**config.mk**
```make
export PLATFORM = sky130hd
export DESIGN_NAME = code_compare_sequencer_flat
export DESIGN_NICKNAME = d
export VERILOG_FILES = /design/src/rtl/code_compare_sequencer_if.sv /design/src/rtl/code_compare_sequencer.sv /design/src/flat_wrapper.sv
export SDC_FILE = /design/constraint.sdc
export NUM_CORES = 1
export LEC_CHECK = 0
export CAP_MARGIN = 5
export CORE_MARGIN = 10
export CORE_UTILIZATION = 59
export CTS_BUF_LIST = sky130_fd_sc_hd__clkbuf_8
export DETAILED_ROUTE_END_ITERATION = 10
export PLACE_DENSITY_LB_ADDON = 0.2
export SYNTH_ARGS = -nofsm -noshare
export SYNTH_HDL_FRONTEND = slang
export SYNTH_SLANG_ARGS = --single-unit
export TNS_END_PERCENT = 50
```
**constraint.sdc**
```tcl
create_clock -name clk -period 6.7 [get_ports clk]
set_input_delay 1.34 -clock clk [delete_from_list [all_inputs] [get_ports clk]]
set_output_delay 1.34 -clock clk [all_outputs]
set_load 0.01 [all_outputs]
```
**src/rtl/code_compare_sequencer_if.sv**
```systemverilog
// ----------------------------------------------------------------------------
// code_compare_sequencer_if
// Bundles the keypad-side request/result signals and the shared subtractor
// operand/result signals of the code comparison sequencer.
//   start      : comparison request (keypad side -> sequencer)
//   code_in    : entered code, digit 0 in bits [3:0]
//   key_in     : stored key, same layout as code_in
//   sub_a/b    : subtractor operands (sequencer -> subtractor)
//   sub_s      : subtractor difference (subtractor -> sequencer)
//   sub_cout   : subtractor carry out (subtractor -> sequencer)
//   busy/done  : sequencer status, done is a one-cycle verdict pulse
//   match      : result of the last completed comparison
//   locked     : lockout active
//   tries_left : remaining attempts before lockout
// Modports: slave = the sequencer, master = its environment.
// ----------------------------------------------------------------------------
interface code_compare_sequencer_if #(
  parameter int DIGITS = 4
) ();
  logic                  start;
  logic [4*DIGITS-1:0]   code_in;
  logic [4*DIGITS-1:0]   key_in;
  logic [3:0]            sub_a;
  logic [3:0]            sub_b;
  logic [3:0]            sub_s;
  logic                  sub_cout;
  logic                  busy;
  logic                  done;
  logic                  match;
  logic                  locked;
  logic [3:0]            tries_left;

  modport slave (
    input  start, code_in, key_in, sub_s, sub_cout,
    output sub_a, sub_b, busy, done, match, locked, tries_left
  );

  modport master (
    output start, code_in, key_in, sub_s, sub_cout,
    input  sub_a, sub_b, busy, done, match, locked, tries_left
  );
endinterface

```
**src/rtl/code_compare_sequencer.sv**
```systemverilog
// ----------------------------------------------------------------------------
// code_compare_sequencer
// Compares an entered DIGITS-digit access code against the stored key one
// 4-bit digit per clock through an external shared subtractor (A + ~B + 1).
// All digits are always compared so the comparison time is independent of
// which digit differs. Counts consecutive failures and enforces a lockout
// of LOCK_CYCLES clocks after MAX_TRIES failures.
// Ports:
//   clk : system clock, rising edge
//   rst : asynchronous active-high reset
//   bus : code_compare_sequencer_if.slave (request, operands, status)
// ----------------------------------------------------------------------------
module code_compare_sequencer #(
  parameter int DIGITS      = 4,
  parameter int MAX_TRIES   = 3,
  parameter int LOCK_CYCLES = 16
) (
  input  logic                          clk,
  input  logic                          rst,
  code_compare_sequencer_if.slave       bus
);

  localparam int W     = 4 * DIGITS;
  localparam int IDX_W = (DIGITS > 1) ? $clog2(DIGITS) : 1;

  typedef enum logic [1:0] {
    S_IDLE    = 2'd0,
    S_COMPARE = 2'd1,
    S_VERDICT = 2'd2,
    S_LOCK    = 2'd3
  } state_t;

  state_t             r_state;
  state_t             w_next_state;
  logic [W-1:0]       r_code;
  logic [W-1:0]       r_key;
  logic [IDX_W-1:0]   r_idx;
  logic               r_mismatch;
  logic [15:0]        r_lock_cnt;
  logic [3:0]         r_tries;
  logic [3:0]         r_sub_a;
  logic [3:0]         r_sub_b;
  logic               r_busy;
  logic               r_done;
  logic               r_match;
  logic               r_locked;

  logic               w_digit_eq;
  logic               w_last;
  logic [IDX_W-1:0]   w_idx_inc;
  logic [3:0]         w_tries_dec;

  // Selects digit i (4 bits) out of a packed code/key vector.
  function automatic logic [3:0] digit_at(input logic [W-1:0] v,
                                          input logic [IDX_W-1:0] i);
    digit_at = v[{i, 2'b00} +: 4];
  endfunction

  // A - B is zero with carry out set only when the two digits are equal.
  assign w_digit_eq  = (bus.sub_s == 4'd0) && (bus.sub_cout == 1'b1);
  assign w_last      = (r_idx == IDX_W'(DIGITS - 1));
  assign w_idx_inc   = r_idx + {{(IDX_W-1){1'b0}}, 1'b1};
  assign w_tries_dec = r_tries - 4'd1;

  assign bus.sub_a      = r_sub_a;
  assign bus.sub_b      = r_sub_b;
  assign bus.busy       = r_busy;
  assign bus.done       = r_done;
  assign bus.match      = r_match;
  assign bus.locked     = r_locked;
  assign bus.tries_left = r_tries;

  // State register.
  always_ff @(posedge clk or posedge rst) begin
    if (rst) begin
      r_state <= S_IDLE;
    end else begin
      r_state <= w_next_state;
    end
  end

  // Next-state decode.
  always_comb begin
    w_next_state = r_state;
    case (r_state)
      S_IDLE: begin
        if (bus.start) begin
          w_next_state = S_COMPARE;
        end else begin
          w_next_state = S_IDLE;
        end
      end
      S_COMPARE: begin
        if (w_last) begin
          w_next_state = S_VERDICT;
        end else begin
          w_next_state = S_COMPARE;
        end
      end
      S_VERDICT: begin
        if (r_mismatch && (w_tries_dec == 4'd0)) begin
          w_next_state = S_LOCK;
        end else begin
          w_next_state = S_IDLE;
        end
      end
      S_LOCK: begin
        if (r_lock_cnt <= 16'd1) begin
          w_next_state = S_IDLE;
        end else begin
          w_next_state = S_LOCK;
        end
      end
      default: begin
        w_next_state = S_IDLE;
      end
    endcase
  end

  // Status outputs, registered from the next state so they line up with it.
  always_ff @(posedge clk or posedge rst) begin
    if (rst) begin
      r_busy   <= 1'b0;
      r_done   <= 1'b0;
      r_locked <= 1'b0;
    end else begin
      r_busy   <= (w_next_state == S_COMPARE) || (w_next_state == S_VERDICT);
      r_done   <= (w_next_state == S_VERDICT);
      r_locked <= (w_next_state == S_LOCK);
    end
  end

  // Datapath: shadow capture, digit walk, verdict, try counter, lock timer.
  always_ff @(posedge clk or posedge rst) begin
    if (rst) begin
      r_code     <= {W{1'b0}};
      r_key      <= {W{1'b0}};
      r_idx      <= {IDX_W{1'b0}};
      r_mismatch <= 1'b0;
      r_lock_cnt <= 16'd0;
      r_tries    <= 4'(MAX_TRIES);
      r_sub_a    <= 4'd0;
      r_sub_b    <= 4'd0;
      r_match    <= 1'b0;
    end else begin
      case (r_state)
        S_IDLE: begin
          if (bus.start) begin
            r_code     <= bus.code_in;
            r_key      <= bus.key_in;
            r_idx      <= {IDX_W{1'b0}};
            r_mismatch <= 1'b0;
            r_sub_a    <= bus.code_in[3:0];
            r_sub_b    <= bus.key_in[3:0];
          end
        end
        S_COMPARE: begin
          // Mismatch is sticky; the walk never stops early.
          if (!w_digit_eq) begin
            r_mismatch <= 1'b1;
          end
          if (!w_last) begin
            r_idx   <= w_idx_inc;
            r_sub_a <= digit_at(r_code, w_idx_inc);
            r_sub_b <= digit_at(r_key, w_idx_inc);
          end
        end
        S_VERDICT: begin
          r_match <= !r_mismatch;
          if (r_mismatch) begin
            r_tries <= w_tries_dec;
            if (w_tries_dec == 4'd0) begin
              r_lock_cnt <= 16'(LOCK_CYCLES);
            end
          end else begin
            r_tries <= 4'(MAX_TRIES);
          end
        end
        S_LOCK: begin
          r_lock_cnt <= r_lock_cnt - 16'd1;
          if (r_lock_cnt <= 16'd1) begin
            r_tries <= 4'(MAX_TRIES);
          end
        end
        default: begin
          r_mismatch <= 1'b1;
        end
      endcase
    end
  end

endmodule
```
**src/flat_wrapper.sv**
```systemverilog
// flat-port wrapper written by rule: the top's interface ports become plain ports
module code_compare_sequencer_flat 
#(
  parameter int DIGITS      = 4,
  parameter int MAX_TRIES   = 3,
  parameter int LOCK_CYCLES = 16
)
  (clk, rst, bus_start, bus_code_in, bus_key_in, bus_sub_s, bus_sub_cout, bus_sub_a, bus_sub_b, bus_busy, bus_done, bus_match, bus_locked, bus_tries_left);
  code_compare_sequencer_if #(.DIGITS(DIGITS)) bus_i ();
  input  logic clk;
  input  logic rst;
  input wire logic [$bits(bus_i.start)-1:0] bus_start;
  input wire logic [$bits(bus_i.code_in)-1:0] bus_code_in;
  input wire logic [$bits(bus_i.key_in)-1:0] bus_key_in;
  input wire logic [$bits(bus_i.sub_s)-1:0] bus_sub_s;
  input wire logic [$bits(bus_i.sub_cout)-1:0] bus_sub_cout;
  output wire logic [$bits(bus_i.sub_a)-1:0] bus_sub_a;
  output wire logic [$bits(bus_i.sub_b)-1:0] bus_sub_b;
  output wire logic [$bits(bus_i.busy)-1:0] bus_busy;
  output wire logic [$bits(bus_i.done)-1:0] bus_done;
  output wire logic [$bits(bus_i.match)-1:0] bus_match;
  output wire logic [$bits(bus_i.locked)-1:0] bus_locked;
  output wire logic [$bits(bus_i.tries_left)-1:0] bus_tries_left;
  assign bus_i.start = bus_start;
  assign bus_i.code_in = bus_code_in;
  assign bus_i.key_in = bus_key_in;
  assign bus_i.sub_s = bus_sub_s;
  assign bus_i.sub_cout = bus_sub_cout;
  assign bus_sub_a = bus_i.sub_a;
  assign bus_sub_b = bus_i.sub_b;
  assign bus_busy = bus_i.busy;
  assign bus_done = bus_i.done;
  assign bus_match = bus_i.match;
  assign bus_locked = bus_i.locked;
  assign bus_tries_left = bus_i.tries_left;
  code_compare_sequencer #(.DIGITS(DIGITS), .MAX_TRIES(MAX_TRIES), .LOCK_CYCLES(LOCK_CYCLES)) u_core (.clk(clk), .rst(rst), .bus(bus_i));
endmodule
```
==> metrics, run 1 <==
clk slew on worst S/H paths 0.08 ns; Max Cap Violations 0; Hold Path Depth 1; Power per Cell Area 491.3 nW/um^2; area grow syn2layout 24.45%; drt total wl roughly 7000 um; post-route ant nets 0; floorplan row count 27; Final Power between 2 and 2.5 mW; CORE AREA 5473 sq um; most frequent cells in the layout dfrtp_1, clkdlybuf4s50_1, mux2_2, nand2_1, o21ai_0; CP max stage cell clkdlybuf4s50_1; Post-synth EDFFs 0; vias in the first global route about 2.4k; post-synthesis average cell area 11.68 sq um; Vias/cell roughly 5.7; Worst slew margin 0.4033; # hold bufs at CTS 0; Synth Flop Type dfrtp_1; Final Hold Violating Endpoints 0; Die Ht about 95 um; DR DRC count 0; cell leakage power 1.701 nW; fill cell count 384; grt total ovfl 0; initial drt markers roughly 130; critical path type primary input to flop; largest net degree at the start of global routing 70; yosys warns 0; R2R depth 8; Crit Path Max Fanout 34; number of synthesized register bits 69; Async SR Flop Fraction 1.000; most frequent CP cell buf_4; Clock Path Buffers 2; total track usage 0.1653; final setup vio count 0; DIE WIDTH 94.85 um; Startpoint Class primary input; clock skew 0.01029 ns; RD Place Congestion 0.8025; First-pass DRT Iterations 4; cell area after synthesis 3306 sq um; Setup crit end kind flop; Post-Synthesis Cells roughly 280; most common cell after layout, fill and taps aside dfrtp_1; post-CTS sizing 0; Arrival @ worst endpoint 3.30 ns; cts bufs inserted 9; Unique masters post-synth 44; RSZ-0062 raised after global routing false; post-route worst setup slack 3.622 ns; Setup WS pre-CTS 3.309 ns; CTS H-Tree Depth 3; clk_lat worst skew 0.34 ns; status completed; CTS Root Cell clkbuf_8; CTS sink count 69; Worst EP required between 6 and 7 ns; CP peak stage delay 0.46 ns; final cycle utilization of the critical path 0.4594; Port Buffers 55; Final Max Tran Viols 0; Worst Hold Class flop to flop; setup TNS 0 ns; sequential share of the synthesized area 0.5231; DP HPWL around 4900 um; fmax 324.9 MHz; VDD IR max 0.2729 mV; initial antenna violation count 0; Tmin final 3.078 ns; global-route wire length before repair approximately 12000 um; drt wl/cell between 15 and 20 um; die area 8997 sq um; io pins 56; fin nets ~380; Worst-Margin Slew 0.8886 ns; CP cell instances clkdlybuf4s50_1, nor3b_4, buf_4, o21bai_1, buf_4, nor2_1, a31o_2; postcts setup bufs 0; Initial Util 0.6040; layout cells sized above 1 0.2164; Via Count between 2k and 2.5k; syn_nets 330; TritonCTS clock tree yes; diode count 0
per-stage QoR:
stage                     cell area, sq um  std cells  hold slack, ns    util
after floorplan                       3306        283          0.4433       -
after global placement                3914        398          0.4636  0.7151
after detailed placement              3914        398          0.4685  0.7151
after CTS                             4114        414          0.4789  0.7517
after global routing                  4114        414          0.5065  0.7517
final                                 4114        414          0.4755  0.7517
cells in the mapped netlist (4+ instances only):
| cell | n | area, sq um |
|---|---|---|
| dfrtp_1 | 67 | 1677 |
| mux2_2 | 33 | 371.6 |
| nand2_1 | 29 | 108.9 |
| o21ai_0 | 18 | 90.09 |
| nor2_1 | 16 | 60.06 |
| a31oi_1 | 11 | 68.82 |
| inv_1 | 11 | 41.29 |
| clkbuf_1 | 10 | 37.54 |
| mux2i_1 | 9 | 90.09 |
| mux4_2 | 8 | 180.2 |
| ha_1 | 7 | 87.58 |
| nor3_1 | 5 | 25.02 |
| buf_2 | 4 | 20.02 |
| nand2b_1 | 4 | 25.02 |
| nand3_1 | 4 | 20.02 |
| o21bai_1 | 4 | 30.03 |
| o22ai_1 | 4 | 25.02 |
report_power, final:
group,leakage (nW),internal (mW),switching (mW)
registers,0.824,0.623,0.186
clock network,0.106,0.181,0.161
logic,0.771,0.479,0.390
final cells by class:
| class | count | area [sq um] | area share |
|---|---|---|---|
| sequential | 69 | 1729 | 0.4203 |
| timing repair buffer | 58 | 573.1 | 0.1393 |
| tap | 72 | 90.09 | 0.02190 |
| inverter | 11 | 41.29 | 0.01004 |
| multi-input combinational | 188 | 1480 | 0.3598 |
| clock inverter | 6 | 62.56 | 0.01521 |
| clock buffer | 10 | 137.6 | 0.03345 |
per-layer routing:
| layer | up-vias | share of wire | global-route usage | routed length [um] |
|---|---|---|---|---|
| met5 | - | 0 | 0 | 0 |
| met4 | 0 | 0.0077 | 0.05486 | 54 |
| met3 | 6 | 0.048 | 0.04282 | 334 |
| met2 | 47 | 0.52 | 0.2763 | 3645 |
| met1 | 1159 | 0.42 | 0.2040 | 2959 |
| li1 | 1128 | - | - | - |
cells by family (layout without fill, tap and decap cells):
| family | Yosys count | after routing | synth area share |
|---|---|---|---|
| flip-flops | 69 | 69 | 0.5231 |
| multiplexers | 50 | 50 | 0.1942 |
| buffers and inverters | 26 | 85 | 0.03104 |
| AND/OR/NAND/NOR | 79 | 79 | 0.1257 |
| XOR/XNOR | 2 | 2 | 0.005300 |
| AO/OA/AOI/OAI | 50 | 50 | 0.09425 |
| adder cells (fa/ha/maj) | 7 | 7 | 0.02649 |
final timing paths:
kind | from | to | slack [ns]
worst min-delay path | u_core.r_lock_cnt[13] | u_core.r_lock_cnt[13] | 0.48
worst min register to register | u_core.r_lock_cnt[13] | u_core.r_lock_cnt[13] | 0.48
min in group asynchronous | rst | u_core.r_key[14] | 1.57
worst max register to register | u_core.bus.tries_left[0] | u_core.bus.busy | 4.14
max in group asynchronous | rst | u_core.bus.done | 4.57
worst max-delay path | bus_start | u_core.r_idx[1] | 3.62
worst max-delay path: cells and delay by family:
kind | cells | cell delay (ns)
buf+inv | 3 | 1.15
compound gates | 2 | 0.54
simple gates | 2 | 0.22
flip-flops by register name, summed over array words and instances, names as in the netlist, 2 cells and up:
name                   count
u_core.bus.tries_left      4
u_core.r_state             2
u_core.r_code             16
u_core.r_key              16
u_core.bus.sub_a           4
u_core.r_lock_cnt         16
u_core.r_idx               2
u_core.bus.sub_b           4
Power figures use the tool's default switching activity.
==> run 2, diff against run 1 <==
- CORE_UTILIZATION: 59 -> 50
- clock period: 6.7 -> 2.7 ns (I/O delays scaled with it)
==> metrics, run 2 (same netlist as run 1, synthesis figures left out) <==
status completed; Vias/cell 5.541; VDD IR max 0.7125 mV; global-route wire length before repair 12360 um; layout cells sized above 1 0.2386; CP peak stage delay 0.59 ns; combinational group share of total power 0.457; Via Count 2377; # hold bufs at CTS 0; grt total ovfl 0; Reg2Reg Setup Slack 0.48 ns; CP cell instances or4_4, nor4_4, nand2_2, a311o_1, ha_1; diode count 0; clock power share 0.153; Core Util, Final 0.6558; total track usage 0.1492; drt total wl about 7000 um; Seq. cell area 1729 sq um; clk_lat worst skew 0.35 ns; post-CTS sizing 0; setup TNS 0 ns; multi-input logic area 1480 sq um; critical path type flop to flop; Port Buffers 55; Arrival @ worst endpoint around 2.5 ns; final cycle utilization of the critical path 0.8230; CORE AREA around 6400 sq um; Max Cap Violations 0; CTS sink count 69; Final Hold Violating Endpoints 0; CP max stage cell or4_4; io pins 56; CTS Root Cell clkbuf_8; clock skew 0.01140 ns; Startpoint Class flop; Worst-Margin Slew 0.6386 ns; DIE WIDTH between 100 and 150 um; Hold Path Depth 2; P_int 3.151 mW; cts bufs inserted 9; CTS H-Tree Depth 3; Worst slew margin 0.5734; RSZ-0062 raised after global routing false; Switch Pwr 1.866 mW; Power per Cell Area between 1000 and 1500 nW/um^2; Worst Hold Class flop to flop; area grow syn2layout 26.68%; R2R depth 5; die area 10260 sq um; floorplan row count 29; vias in the first global route ~2.6k; Clock Path Buffers 2; Tmin final 2.222 ns; RD Place Congestion approximately 0.80; final setup vio count 0; Sw Ratio 0.3719; initial drt markers approximately 80; clk slew on worst S/H paths 0.08 ns; top flop regs u_core.r_code (16), u_core.r_key (16), u_core.r_lock_cnt (16); sequential share of power 0.390; most frequent cells in the layout dfrtp_1, clkdlybuf4s50_1, mux2_2, nand2_1, o21ai_0; largest net degree at the start of global routing 34; Initial Util 0.5176; fin nets 394; post-route worst setup slack 0.4779 ns; First-pass DRT Iterations 6; Final Max Tran Viols 0; Hold EP u_core.bus.match; Setup WS pre-CTS 0.4863 ns; DP HPWL about 5300 um; initial antenna violation count 0; post-route ant nets 0; fill cell count 511; TritonCTS clock tree yes; min-delay src u_core.bus.match; drt wl/cell 16.75 um; DR DRC count 0; most common cell after layout, fill and taps aside dfrtp_1; Setup crit end kind flop; Worst EP required 2.93 ns; r2r endpoint u_core.bus.locked; fmax 450.0 MHz; Crit Path Max Fanout 5; postcts setup bufs 0; Die Ht 101.3 um; Final Power ~5 mW; cell leakage power around 1.7 nW; reg-to-reg critical path startpoint u_core.r_lock_cnt[10]
==> run 2: cell types whose count changed in the layout (fill, tap and decap cells not counted), sizes merged <==
cell and change:
clkinvlp +1, inv +3, bufinv -1, buf +10, clkbuf -1, clkinv -2
==> run 2: final cells by class <==
type,instances,share of cell area
clock buffers,9,0.02958
clock inverters,7,0.01344
inverters,11,0.009860
multi-input cells,188,0.3535
flip-flops and latches,69,0.4129
well taps,77,0.02301
repair buffers,68,0.1578
==> run 2: worst max path at each step <==
stage,endpoint,startpoint,cells past startpoint
final,u_core.bus.locked,u_core.r_lock_cnt[10],5
after detailed placement,u_core.r_idx[1],bus_start,6
after CTS,u_core.bus.locked,u_core.r_lock_cnt[10],5
after global placement,u_core.r_idx[1],bus_start,6
after global routing,u_core.r_idx[1],u_core.r_state[1],5
after floorplan,u_core.bus.busy,rst,1
==> run 2: routing by layer <==
| layer | part of all wire | GRT usage |
|---|---|---|
| met1 | 0.44 | 0.1816 |
| met2 | 0.50 | 0.2500 |
| met3 | 0.043 | 0.03472 |
| met4 | 0.017 | 0.05895 |
| met5 | 0 | 0 |
==> run 2: per-stage QoR <==
stage	hold WS (ns)	std cells	area (sq um)
4_1_cts	0.4899	429	4188
2_1_floorplan	0.4433	283	3306
6_report	0.4886	429	4188
3_3_place_gp	0.4700	413	4008
3_5_place_dp	0.4739	413	4008
5_1_grt	0.5193	429	4188
==> run 2: critical path: cells and delay by family (launching register included) <==
family          cells  cell delay [ns]
fa+ha+maj           1             0.21
flops               1             0.43
compound gates      1             0.40
simple gates        3             1.06
==> run 2: power by group through the flow <==
stage | registers (mW) | clock network (mW) | logic (mW)
final | 1.96 | 0.766 | 2.29
after global routing | 2.03 | 0.831 | 2.56
after floorplan | 1.87 | 0 | 1.65
after detailed placement | 1.97 | 0 | 2.33
after CTS | 1.96 | 0.789 | 2.34
after global placement | 1.95 | 0 | 2.27
==> run 3, diff against run 2 <==
- clock period: 2.7 -> 1.95 ns (I/O delays scaled with it)
==> metrics, run 3 (same netlist as run 1, synthesis figures left out) <==
status complete, but fails checks; failing checks setup timing; clk_lat worst skew approximately 0.35 ns; VDD IR max 0.9866 mV; DP HPWL 5561 um; CP peak stage delay 0.56 ns; met2 routed WL approximately 3800 um; Max Cap Violations 0; RSZ-0062 raised after global routing true; Die Ht 101.3 um; diode count 0; Setup crit end kind flop; final setup vio count 2; vias in the first global route 2648; drt total wl 7458 um; CTS sink count 69; Worst-Margin Slew 0.5659 ns; initial drt markers 55; Final Hold Violating Endpoints 0; Final Max Tran Viols 0; Port Buffers 55; total track usage 0.1527; fin nets 420; cell leakage power approximately 1.9 nW; Worst slew margin 0.6220; Crit Path Max Fanout 3; top flop regs u_core.r_code (16), u_core.r_key (16), u_core.r_lock_cnt (16); most common cell after layout, fill and taps aside dfrtp_1; M1 WL approximately 3300 um; setup TNS -0.05036 ns; critical path type flop to flop; grt total ovfl 0; TritonCTS clock tree yes; Worst EP required 2.24 ns; First-pass DRT Iterations 4; area grow syn2layout 34.22%; fmax 504.9 MHz; Clock Path Buffers 2; CTS H-Tree Depth 3; CP max stage cell or4_4; Vias/cell 5.499; CORE AREA 6386 sq um; dpl cells about 440; Setup WS pre-CTS -0.09351 ns; Worst Hold Class primary input to async pin; Worst path top cell family by delay simple AND/OR/NAND/NOR gates; Hold WS 0.3727 ns; CP cell instances or4_4, nor4_4, nand2_2, a311oi_2, ha_1, inv_1; RD Place Congestion 0.7469; clk slew on worst S/H paths 0.08 ns; Arrival @ worst endpoint 2.27 ns; largest net degree at the start of global routing 36; post-route ant nets 0; floorplan row count 29; post-route worst setup slack -0.03047 ns; drt wl/cell 16.39 um; cts bufs inserted 9; die area 10260 sq um; Initial Util 0.5176; WL met3 259 um; CTS Root Cell clkbuf_8; Non-Filler Instances 455; top sig layer met4; Core Util, Final 0.6947; Buf/Inv on CP 1; final cycle utilization of the critical path 1.016; Power per Cell Area 1682 nW/um^2; io pins 56; DR DRC count 0; # hold bufs at CTS 0; Tmin final 1.980 ns; Via Count 2502; initial antenna violation count 0; layout cells sized above 1 0.3042; clock skew 0.01060 ns; most frequent cells in the layout dfrtp_1, clkdlybuf4s50_1, buf_4, mux2_2, nand2_1; Startpoint Class flop; fill cell count 501; global-route wire length before repair 12520 um; DIE WIDTH about 100 um
-- run 3: changes by cell type in the layout (fill, tap and decap cells not counted), moves of 2 or more --
cell             change
buf_4               +24
ha_1                 -2
ha_2                 +2
clkdlybuf4s50_1      -2
clkinvlp_4           +2
-- run 3: report_power, final --
part           internal, mW  leakage, nW  switching, mW
logic                  2.09        0.979           1.70
registers              2.14        0.824          0.440
clock network         0.505       0.0893          0.589
total                  4.74         1.89           2.73
-- run 3: metrics by stage --
| stage | area [sq um] | power, mW |
|---|---|---|
| floorplan | 3309 | 4.874 |
| global placement | 4204 | 6.183 |
| detailed placement | 4204 | 6.330 |
| CTS | 4392 | 7.451 |
| global route | 4437 | 8.030 |
| finish | 4437 | 7.464 |
-- run 3: layer usage --
layer / vias up / track usage
met5: - / 0
met4: 0 / 0.05788
met3: 10 / 0.04289
met2: 41 / 0.2524
met1: 1253 / 0.1853
li1: 1198 / -
-- run 3: final cells by class --
class	count	area [sq um]	area share
timing repair buffer	94	873.3	0.1968
tap	77	96.34	0.02171
clock inverter	6	46.29	0.01043
multi-input combinational	188	1509	0.3401
inverter	11	45.04	0.01015
clock buffer	10	137.6	0.03102
sequential	69	1729	0.3897
-- run 3: final timing paths --
check	from	to	slack [ns]	cells past startpoint
max	u_core.r_lock_cnt[10]	u_core.bus.busy	-0.03	6
min	rst	u_core.bus.tries_left[3]	0.37	2
max reg2reg	u_core.r_lock_cnt[10]	u_core.bus.busy	-0.03	6
min reg2reg	u_core.bus.match	u_core.bus.match	0.49	2
max in group asynchronous	rst	u_core.bus.tries_left[1]	1.07	3
min in group clk	u_core.bus.match	u_core.bus.match	0.49	2
-- run 3: what timing repair did --
| action | CTS | global route |
|---|---|---|
| pin swaps | 2 | 6 |
| cloned | 0 | 0 |
| resized for setup | 3 | 7 |
| endpoints found under the hold margin | 0 | 0 |
| endpoints found under the setup margin | 3 | 17 |
| setup buffers | 0 | 2 |
-- run 3: worst register-to-register path, cell delays in order (launching register included) --
cell      delay [ns]
dfrtp_1         0.38
or4_4           0.56
nor4_4          0.22
nand2_2         0.13
a311oi_2        0.31
ha_1            0.27
inv_1           0.06
